==> src/rtl/monopulse_accumulator.sv <==
// Windowed sum/difference integrator feeding the monopulse divider: accumulates
// A+B and A-B over 2^WINDOW_LOG2 accepted sample pairs, then holds the result
// until the downstream stage takes it. Optional macro MONOPULSE_ACC_DROP_CNT_EN
// enables a saturating count of samples offered while not ready.
module monopulse_accumulator #(
  parameter int IN_SIZE     = 16,
  parameter int DATA_SIZE   = 64,
  parameter int WINDOW_LOG2 = 4
) (
  input  logic                 i_clock,
  input  logic                 i_reset,
  input  logic                 i_valid,
  input  logic [IN_SIZE-1:0]   i_chan_a,
  input  logic [IN_SIZE-1:0]   i_chan_b,
  output logic                 o_ready,
  output logic [DATA_SIZE-1:0] o_reference,
  output logic [DATA_SIZE-1:0] o_error,
  output logic                 o_valid,
  input  logic                 i_ready,
  output logic [15:0]          o_drop_count
);

  localparam logic [0:0] ST_ACCUM = 1'b0;
  localparam logic [0:0] ST_HOLD  = 1'b1;
  localparam logic [WINDOW_LOG2-1:0] LAST_COUNT = {WINDOW_LOG2{1'b1}};

  logic [0:0]             r_state;
  logic [WINDOW_LOG2-1:0] r_count;
  logic [DATA_SIZE-1:0]   r_sum;
  logic [DATA_SIZE-1:0]   r_diff;
  logic [DATA_SIZE-1:0]   r_reference;
  logic [DATA_SIZE-1:0]   r_error;
  logic                   r_valid;

  logic                   w_ready;
  logic                   w_accept;
  logic                   w_last;
  logic [DATA_SIZE-1:0]   w_a_ext;
  logic [DATA_SIZE-1:0]   w_b_ext;
  logic [DATA_SIZE-1:0]   w_sum_next;
  logic [DATA_SIZE-1:0]   w_diff_next;

  // Sign-extend before add/subtract so the pair sum and difference never truncate.
  assign w_a_ext     = {{(DATA_SIZE-IN_SIZE){i_chan_a[IN_SIZE-1]}}, i_chan_a};
  assign w_b_ext     = {{(DATA_SIZE-IN_SIZE){i_chan_b[IN_SIZE-1]}}, i_chan_b};
  assign w_sum_next  = r_sum + (w_a_ext + w_b_ext);
  assign w_diff_next = r_diff + (w_a_ext - w_b_ext);

  // Ready is withheld during reset cycles so nothing is accepted then.
  always_comb begin
    w_ready = 1'b0;
    if (!i_reset && (r_state == ST_ACCUM)) begin
      w_ready = 1'b1;
    end else begin
      w_ready = 1'b0;
    end
  end

  assign w_accept = i_valid && w_ready;
  assign w_last   = w_accept && (r_count == LAST_COUNT);

  // Window state machine, accumulators and result registers.
  always_ff @(posedge i_clock) begin
    if (i_reset) begin
      r_state     <= ST_ACCUM;
      r_count     <= {WINDOW_LOG2{1'b0}};
      r_sum       <= {DATA_SIZE{1'b0}};
      r_diff      <= {DATA_SIZE{1'b0}};
      r_reference <= {DATA_SIZE{1'b0}};
      r_error     <= {DATA_SIZE{1'b0}};
      r_valid     <= 1'b0;
    end else begin
      case (r_state)
        ST_ACCUM: begin
          if (w_accept) begin
            r_count <= r_count + WINDOW_LOG2'(1);
            if (w_last) begin
              r_reference <= w_sum_next;
              r_error     <= w_diff_next;
              r_sum       <= {DATA_SIZE{1'b0}};
              r_diff      <= {DATA_SIZE{1'b0}};
              r_valid     <= 1'b1;
              r_state     <= ST_HOLD;
            end else begin
              r_sum  <= w_sum_next;
              r_diff <= w_diff_next;
            end
          end
        end
        ST_HOLD: begin
          if (i_ready) begin
            r_valid <= 1'b0;
            r_state <= ST_ACCUM;
          end
        end
        default: begin
          r_valid <= 1'b0;
          r_state <= ST_ACCUM;
        end
      endcase
    end
  end

  assign o_ready     = w_ready;
  assign o_reference = r_reference;
  assign o_error     = r_error;
  assign o_valid     = r_valid;

`ifdef MONOPULSE_ACC_DROP_CNT_EN
  logic [15:0] r_drop_count;

  // Saturating count of samples offered while the block could not take them.
  always_ff @(posedge i_clock) begin
    if (i_reset) begin
      r_drop_count <= 16'd0;
    end else if (i_valid && !w_ready && (r_drop_count != 16'hFFFF)) begin
      r_drop_count <= r_drop_count + 16'd1;
    end
  end

  assign o_drop_count = r_drop_count;
`else
  assign o_drop_count = 16'd0;
`endif

endmodule

==> config.mk <==
export PLATFORM = sky130hd
export DESIGN_NAME = monopulse_accumulator
export DESIGN_NICKNAME = d
export VERILOG_FILES = /design/src/rtl/monopulse_accumulator.sv
export SDC_FILE = /design/constraint.sdc
export NUM_CORES = 1
export LEC_CHECK = 0
export CAP_MARGIN = 20
export CORE_UTILIZATION = 46
export DETAILED_ROUTE_END_ITERATION = 10
export PLACE_DENSITY = 0.67
export SLEW_MARGIN = 0
export SYNTH_ARGS = -nofsm -noshare
export SYNTH_HDL_FRONTEND = slang
export SYNTH_SLANG_ARGS = --single-unit
==> constraint.sdc <==
create_clock -name i_clock -period 16.5 [get_ports i_clock]
set_input_delay 2.475 -clock i_clock [delete_from_list [all_inputs] [get_ports i_clock]]
set_output_delay 2.475 -clock i_clock [all_outputs]
set_load 0.1 [all_outputs]
==> flow_metrics.env, run 1 <==
export IMPL_status="complete, no violations"
export IMPL_place_ws_ns=7.69
export IMPL_finalHoldViolCount=0
export IMPL_cts_root_buf="clkbuf_16"
export IMPL_worstMarginPinSlew_ns=1.10
export IMPL_post_cts_setup_buffers=0
export IMPL_die_area_um2=39200
export IMPL_holdWs_ns=0.449
export IMPL_ys_top_cells_by_area="dfxtp_1 (30%), ha_1 (12%), a21oi_1 (7.5%)"
export IMPL_finalSetupViolCount=0
export IMPL_endpoint_kind="flop"
export IMPL_clock_sinks=262
export IMPL_synthFlopType="dfxtp_1"
export IMPL_max_freq_mhz=120
export IMPL_dpl_cell_count=2798
export IMPL_cts_htree_levels=1
export IMPL_skew_ns=0.0205
export IMPL_synth_edf_count=0
export IMPL_coreArea_um2=37700
export IMPL_grt_util_all_layers=0.252
export IMPL_tns_ns=0
export IMPL_yosysTopAreaCellShare=0.297
export IMPL_place_hpwl_um=35900
export IMPL_synthCells=2230
export IMPL_grt_max_degree=93
export IMPL_synth_cell_types=81
export IMPL_viasPerCell=5.76
export IMPL_synthToLayoutAreaGrowth_pct=16.8
export IMPL_worstSetupStartpointType="input pin"
export IMPL_start_util=0.469
export IMPL_hp_class="flop to flop"
export IMPL_num_rows=71
export IMPL_n_antenna_cell=0
export IMPL_synth_common_cells="nand2_1 (324), a21oi_1 (264), dfxtp_1 (262)"
export IMPL_critPathKind="input pin to flop"
export IMPL_drt_total_wl_um=49700
export IMPL_die_h_um=198
export IMPL_postSynth_asyncResetShare=0
export IMPL_drtPass1Iterations=5
export IMPL_synthesis_area_um2=17600
export IMPL_cts_hold_buf=0
export IMPL_final_setup_worst_slack_ns=8.19
export IMPL_syn_area_per_cell_um2=7.91
export IMPL_yosysWarningCount=0
export IMPL_io_pins=182
export IMPL_final_layout_size_suffix_gt1_frac=0.0401
export IMPL_fin_crit_ns=8.31
export IMPL_synth_seq_cells=262
export IMPL_rsz0062_at_grt="no"
export IMPL_drtIter0Drc=970
export IMPL_synth_most_common_cell="nand2_1"
export IMPL_place_area_um2=19600
export IMPL_dieWidth_um=198
export IMPL_ant_nets=0
export IMPL_cp_required_ns=16.98
export IMPL_design_area_um2=20600
export IMPL_p_leak_nw=8.60
export IMPL_post_cts_resized=0
export IMPL_cp_arrival_ns=8.79
export IMPL_maxSlewHeadroom=0.264
export IMPL_synth_seq_area_share=0.297
export IMPL_vdd_drop_max_mv=0.0881
export IMPL_port_buffers=165
export IMPL_yosysTopAreaCell="dfxtp_1"
export IMPL_gp_congestion=0.972
export IMPL_clk_path_buf_depth=3
export IMPL_nNetsFinal=2532
export IMPL_antenna_found_initial=0
export IMPL_maxCapViolations=0
export IMPL_clk_latency_ns=0.59
export IMPL_num_vias=16452
export IMPL_worstPathMaxFanout=9
export IMPL_post_route_period_util=0.504
export IMPL_overflow=0
export IMPL_route_detailed_drc=0
export IMPL_power_density_nw_per_um2=125
export IMPL_clk_pin_slew_ns=0.06
export IMPL_grt_pass1_vias=15886
export IMPL_cts_tree="yes"
export IMPL_wl_per_cell_um=17.4
export IMPL_stdcell_count=2854
export IMPL_grt_pass1_wl_um=81100
export IMPL_slew_violations=0
export IMPL_cts_inserted_buffers=31
logic make-up (layout without fill, tap and decap cells):
kind of cell | count (synthesis) | after routing | synth area share
compound gates | 749 | 749 | 0.278
simple gates | 703 | 703 | 0.179
flops | 262 | 262 | 0.297
buf+inv | 191 | 289 | 0.0447
fa+ha+maj | 175 | 175 | 0.126
xor+xnor | 147 | 147 | 0.0738
mux | 2 | 2 | 0.00113
other cells | 1 | 16 | 0.000213
critical path: stages:
cell	delay (ns)
clkdlybuf4s50_1	0.60
inv_1	0.12
ha_1	0.31
o21bai_1	0.06
a21oi_1	0.23
o21bai_1	0.11
a221o_1	0.33
a221o_1	0.34
o41ai_1	0.40
o31ai_1	0.19
a2111oi_0	0.43
nor3_1	0.14
ha_1	0.41
a211oi_1	0.23
o21ai_0	0.11
o21ai_0	0.17
o211ai_1	0.23
o21ai_0	0.44
o211ai_1	0.25
o21ai_0	0.59
o21ai_0	0.24
xnor2_1	0.18
a22o_1	0.19
path summary, 6_finish.rpt:
kind / from / end / slack (ns) / cells past startpoint
setup / recovery: i_chan_b[1] / r_sum[60] / 8.19 / 23
hold / removal: o_reference[28] / o_reference[28] / 0.45 / 2
setup reg to reg: r_sum[0] / r_sum[60] / 12.66 / 12
hold reg to reg: o_reference[28] / o_reference[28] / 0.45 / 2
stage by stage:
stage / total power, mW / utilization
after floorplan: 1.61 / -
after global placement: 1.84 / 0.519
after detailed placement: 1.86 / 0.519
after CTS: 2.58 / 0.547
after global routing: 2.74 / 0.547
final: 2.57 / 0.547
metal layers:
metal	routed length, um	global-route usage
met3	1930	0.0278
met1	23300	0.335
met5	0	0
met4	1380	0.0761
met2	23000	0.426
layout by cell type (no fill, tap or decap), types with 20 or more instances in the layout:
cell type,synthesis,routed
a31oi_1,23,22
dfxtp_1,262,262
a21oi_1,264,264
a211oi_1,21,21
nor2_1,153,150
xor2_1,49,49
nor3_1,37,37
nand3_1,42,42
a21o_1,90,90
nand2_1,324,323
o21a_1,20,20
xnor2_1,97,97
a22o_1,61,61
clkdlybuf4s50_1,0,164
and3_1,24,24
clkbuf_16,0,31
o21ai_0,89,89
inv_1,57,57
a22oi_1,44,44
o21bai_1,26,26
nand4_1,41,41
ha_1,171,171
registers in the layout (all words and copies together), names as in the netlist:
register	count
r_sum	64
r_count	4
o_error	64
o_valid	1
r_diff	64
r_state	1
o_reference	64
final cells by class:
class / instances / area [um2]
inverters: 57 / 214
well taps: 511 / 639
clock buffers: 36 / 805
clock inverters: 19 / 235
multi-input cells: 1792 / 11700
repair buffers: 177 / 1760
flip-flops and latches: 262 / 5250
fillers: 3712 / 17100
where the power goes:
| part | switching (mW) | internal, mW | total [mW] |
|---|---|---|---|
| combinational | 0.682 | 0.424 | 1.11 |
| sequential | 0.0477 | 0.705 | 0.752 |
| clock | 0.288 | 0.425 | 0.713 |
No activity file was read; power rests on OpenSTA's default activity.
==> run 2: changes to the inputs <==
==> constraint.sdc (replaced) <==
create_clock -name i_clock -period 8.4 [get_ports i_clock]
set_input_delay 1.26 -clock i_clock [delete_from_list [all_inputs] [get_ports i_clock]]
set_output_delay 1.26 -clock i_clock [all_outputs]
set_load 0.1 [all_outputs]
==> run 2 against run 1 <==
  * Hold slack better by 0.0020 ns
  * Global-route usage down 0.26 points
  * Critical path depth down 1
  * Total power up 97%
  * Routed wire length down 0.59%
  * Die area unchanged
  * Cell count up 0.11%
  * Clock-buffer cell count up 2
  * Sequential power up 97%
==> flow_metrics.env, run 2 (synthesis results as in run 1) <==
export IMPL_ant_nets=0
export IMPL_cp_required_ns=8.89
export IMPL_post_route_period_util=0.860
export IMPL_clk_path_buf_depth=3
export IMPL_synthToLayoutAreaGrowth_pct=17.2
export IMPL_fillers=3664
export IMPL_overflow=0
export IMPL_place_hpwl_um=35900
export IMPL_final_layout_size_suffix_gt1_frac=0.0409
export IMPL_tns_ns=0
export IMPL_maxSlewHeadroom=0.247
export IMPL_p_leak_nw=8.63
export IMPL_design_area_um2=20700
export IMPL_die_h_um=198
export IMPL_reg2reg_depth=12
export IMPL_grt_pass1_vias=15904
export IMPL_slowest_stage="clkdlybuf4s50_1"
export IMPL_worstSetupStartpointType="input pin"
export IMPL_coreArea_um2=37700
export IMPL_cts_inserted_buffers=31
export IMPL_r2r_start="r_sum[0]"
export IMPL_fin_crit_ns=7.23
export IMPL_worstPathMaxFanout=9
export IMPL_cts_tree="yes"
export IMPL_start_util=0.469
export IMPL_grt_max_degree=106
export IMPL_gp_congestion=0.939
export IMPL_path_cells="clkdlybuf4s50_1 > inv_1 > ha_1 > o21bai_1 > a21oi_1 > o21bai_1 > a221o_1 > a221o_1 > o41ai_1 > o31ai_1 > a2111oi_0 > nor3_1 > ha_1 > nand4_1 > nor3_1 > nand2_1 > o31ai_1 > nor3_1 > o21ai_1 > a41oi_1 > or4_1 > a31oi_1"
export IMPL_cts_root_buf="clkbuf_16"
export IMPL_final_cell_mix="nand2_1 (323), a21oi_1 (264), dfxtp_1 (262)"
export IMPL_endpoint="o_reference[61]"
export IMPL_drt_total_wl_um=49400
export IMPL_route_detailed_drc=0
export IMPL_worst_path_most_repeated_cell="nor3_1"
export IMPL_finalSetupViolCount=0
export IMPL_die_area_um2=39200
export IMPL_slew_violations=0
export IMPL_post_cts_setup_buffers=0
export IMPL_viasPerCell=5.78
export IMPL_grt_pass1_wl_um=80700
export IMPL_grt_util_all_layers=0.249
export IMPL_status="complete, no violations"
export IMPL_wl_per_cell_um=17.3
export IMPL_n_antenna_cell=0
export IMPL_finalHoldViolCount=0
export IMPL_cp_arrival_ns=7.72
export IMPL_clock_sinks=262
export IMPL_rsz0062_at_grt="no"
export IMPL_cts_htree_levels=1
export IMPL_final_common_cell="nand2_1"
export IMPL_max_freq_mhz=138
export IMPL_drtPass1Iterations=7
export IMPL_post_cts_resized=0
export IMPL_io_pins=182
export IMPL_maxCapViolations=0
export IMPL_clk_latency_ns=0.58
export IMPL_port_buffers=165
export IMPL_clk_pin_slew_ns=0.06
export IMPL_hp_class="flop to flop"
export IMPL_num_vias=16509
export IMPL_cpPeakStageDelay_ns=0.60
export IMPL_endpoint_kind="flop"
export IMPL_nNetsFinal=2533
export IMPL_dieWidth_um=198
export IMPL_vdd_drop_max_mv=0.172
export IMPL_skew_ns=0.0121
export IMPL_place_area_um2=19600
export IMPL_r2r_setup_slack_ns=4.58
export IMPL_antenna_found_initial=0
export IMPL_power_density_nw_per_um2=244
export IMPL_cts_hold_buf=0
export IMPL_num_rows=71
export IMPL_worstMarginPinSlew_ns=1.13
export IMPL_critPathKind="input pin to flop"
export IMPL_drtIter0Drc=971
export IMPL_crit_path_start="i_chan_b[1]"
export IMPL_worstReg2RegEnd="r_sum[58]"
[run 2: cell count changes in the layout (fill, tap and decap cells not counted), sizes merged]
cell    previous run  this run
buf               13        14
clkbuf            36        38
[run 2: area by class of cell]
cell class	instances	area, um2	share of cell area
multi-input cells	1792	11700	0.567
flip-flops and latches	262	5250	0.254
repair buffers	178	1810	0.0874
clock buffers	38	822	0.0397
well taps	511	639	0.0309
clock inverters	19	239	0.0116
inverters	57	214	0.0103
[run 2: power breakdown]
group / internal, mW / switching [mW] / leakage (nW)
Clock: 0.849 / 0.558 / 0.518
Combinational: 0.837 / 1.34 / 5.98
Sequential: 1.38 / 0.0934 / 2.13
Total: 3.07 / 1.99 / 8.63
[run 2: per-layer routing]
layer  track usage  vias up  routed length [um]
met5             0        -                   0
met4        0.0517        0                 951
met3        0.0305       61                2050
met2         0.424      392               23000
met1         0.337     7841               23300
li1              -     8215                   -
[run 2: critical path: cells and delay by family]
family	cells	cell delay, ns
AO/OA/AOI/OAI	12	3.53
AND/OR/NAND/NOR	6	1.43
adder cells (fa/ha/maj)	2	0.76
buffers and inverters	2	0.72
[run 2: per-stage QoR]
stage	hold slack, ns	utilization	power [mW]	instances	worst slack, ns
4_1_cts	0.454	0.548	5.07	2855	1.24
2_1_floorplan	0.432	-	3.16	2245	0.215
3_5_place_dp	0.447	0.520	3.64	2798	0.632
5_1_grt	0.471	0.549	5.39	2857	0.676
6_report	0.451	0.549	5.06	2857	1.17
3_3_place_gp	0.442	0.519	3.62	2797	0.783
[run 2: worst min path at each step]
stage,end,cells past startpoint,slack (ns),startpoint
after floorplan,r_diff[29],2,0.43,r_diff[29]
after CTS,o_reference[28],2,0.45,o_reference[28]
after global placement,r_diff[0],2,0.44,r_diff[0]
after global routing,o_error[51],2,0.47,o_error[51]
final,o_reference[28],2,0.45,o_reference[28]
after detailed placement,o_reference[28],2,0.45,o_reference[28]
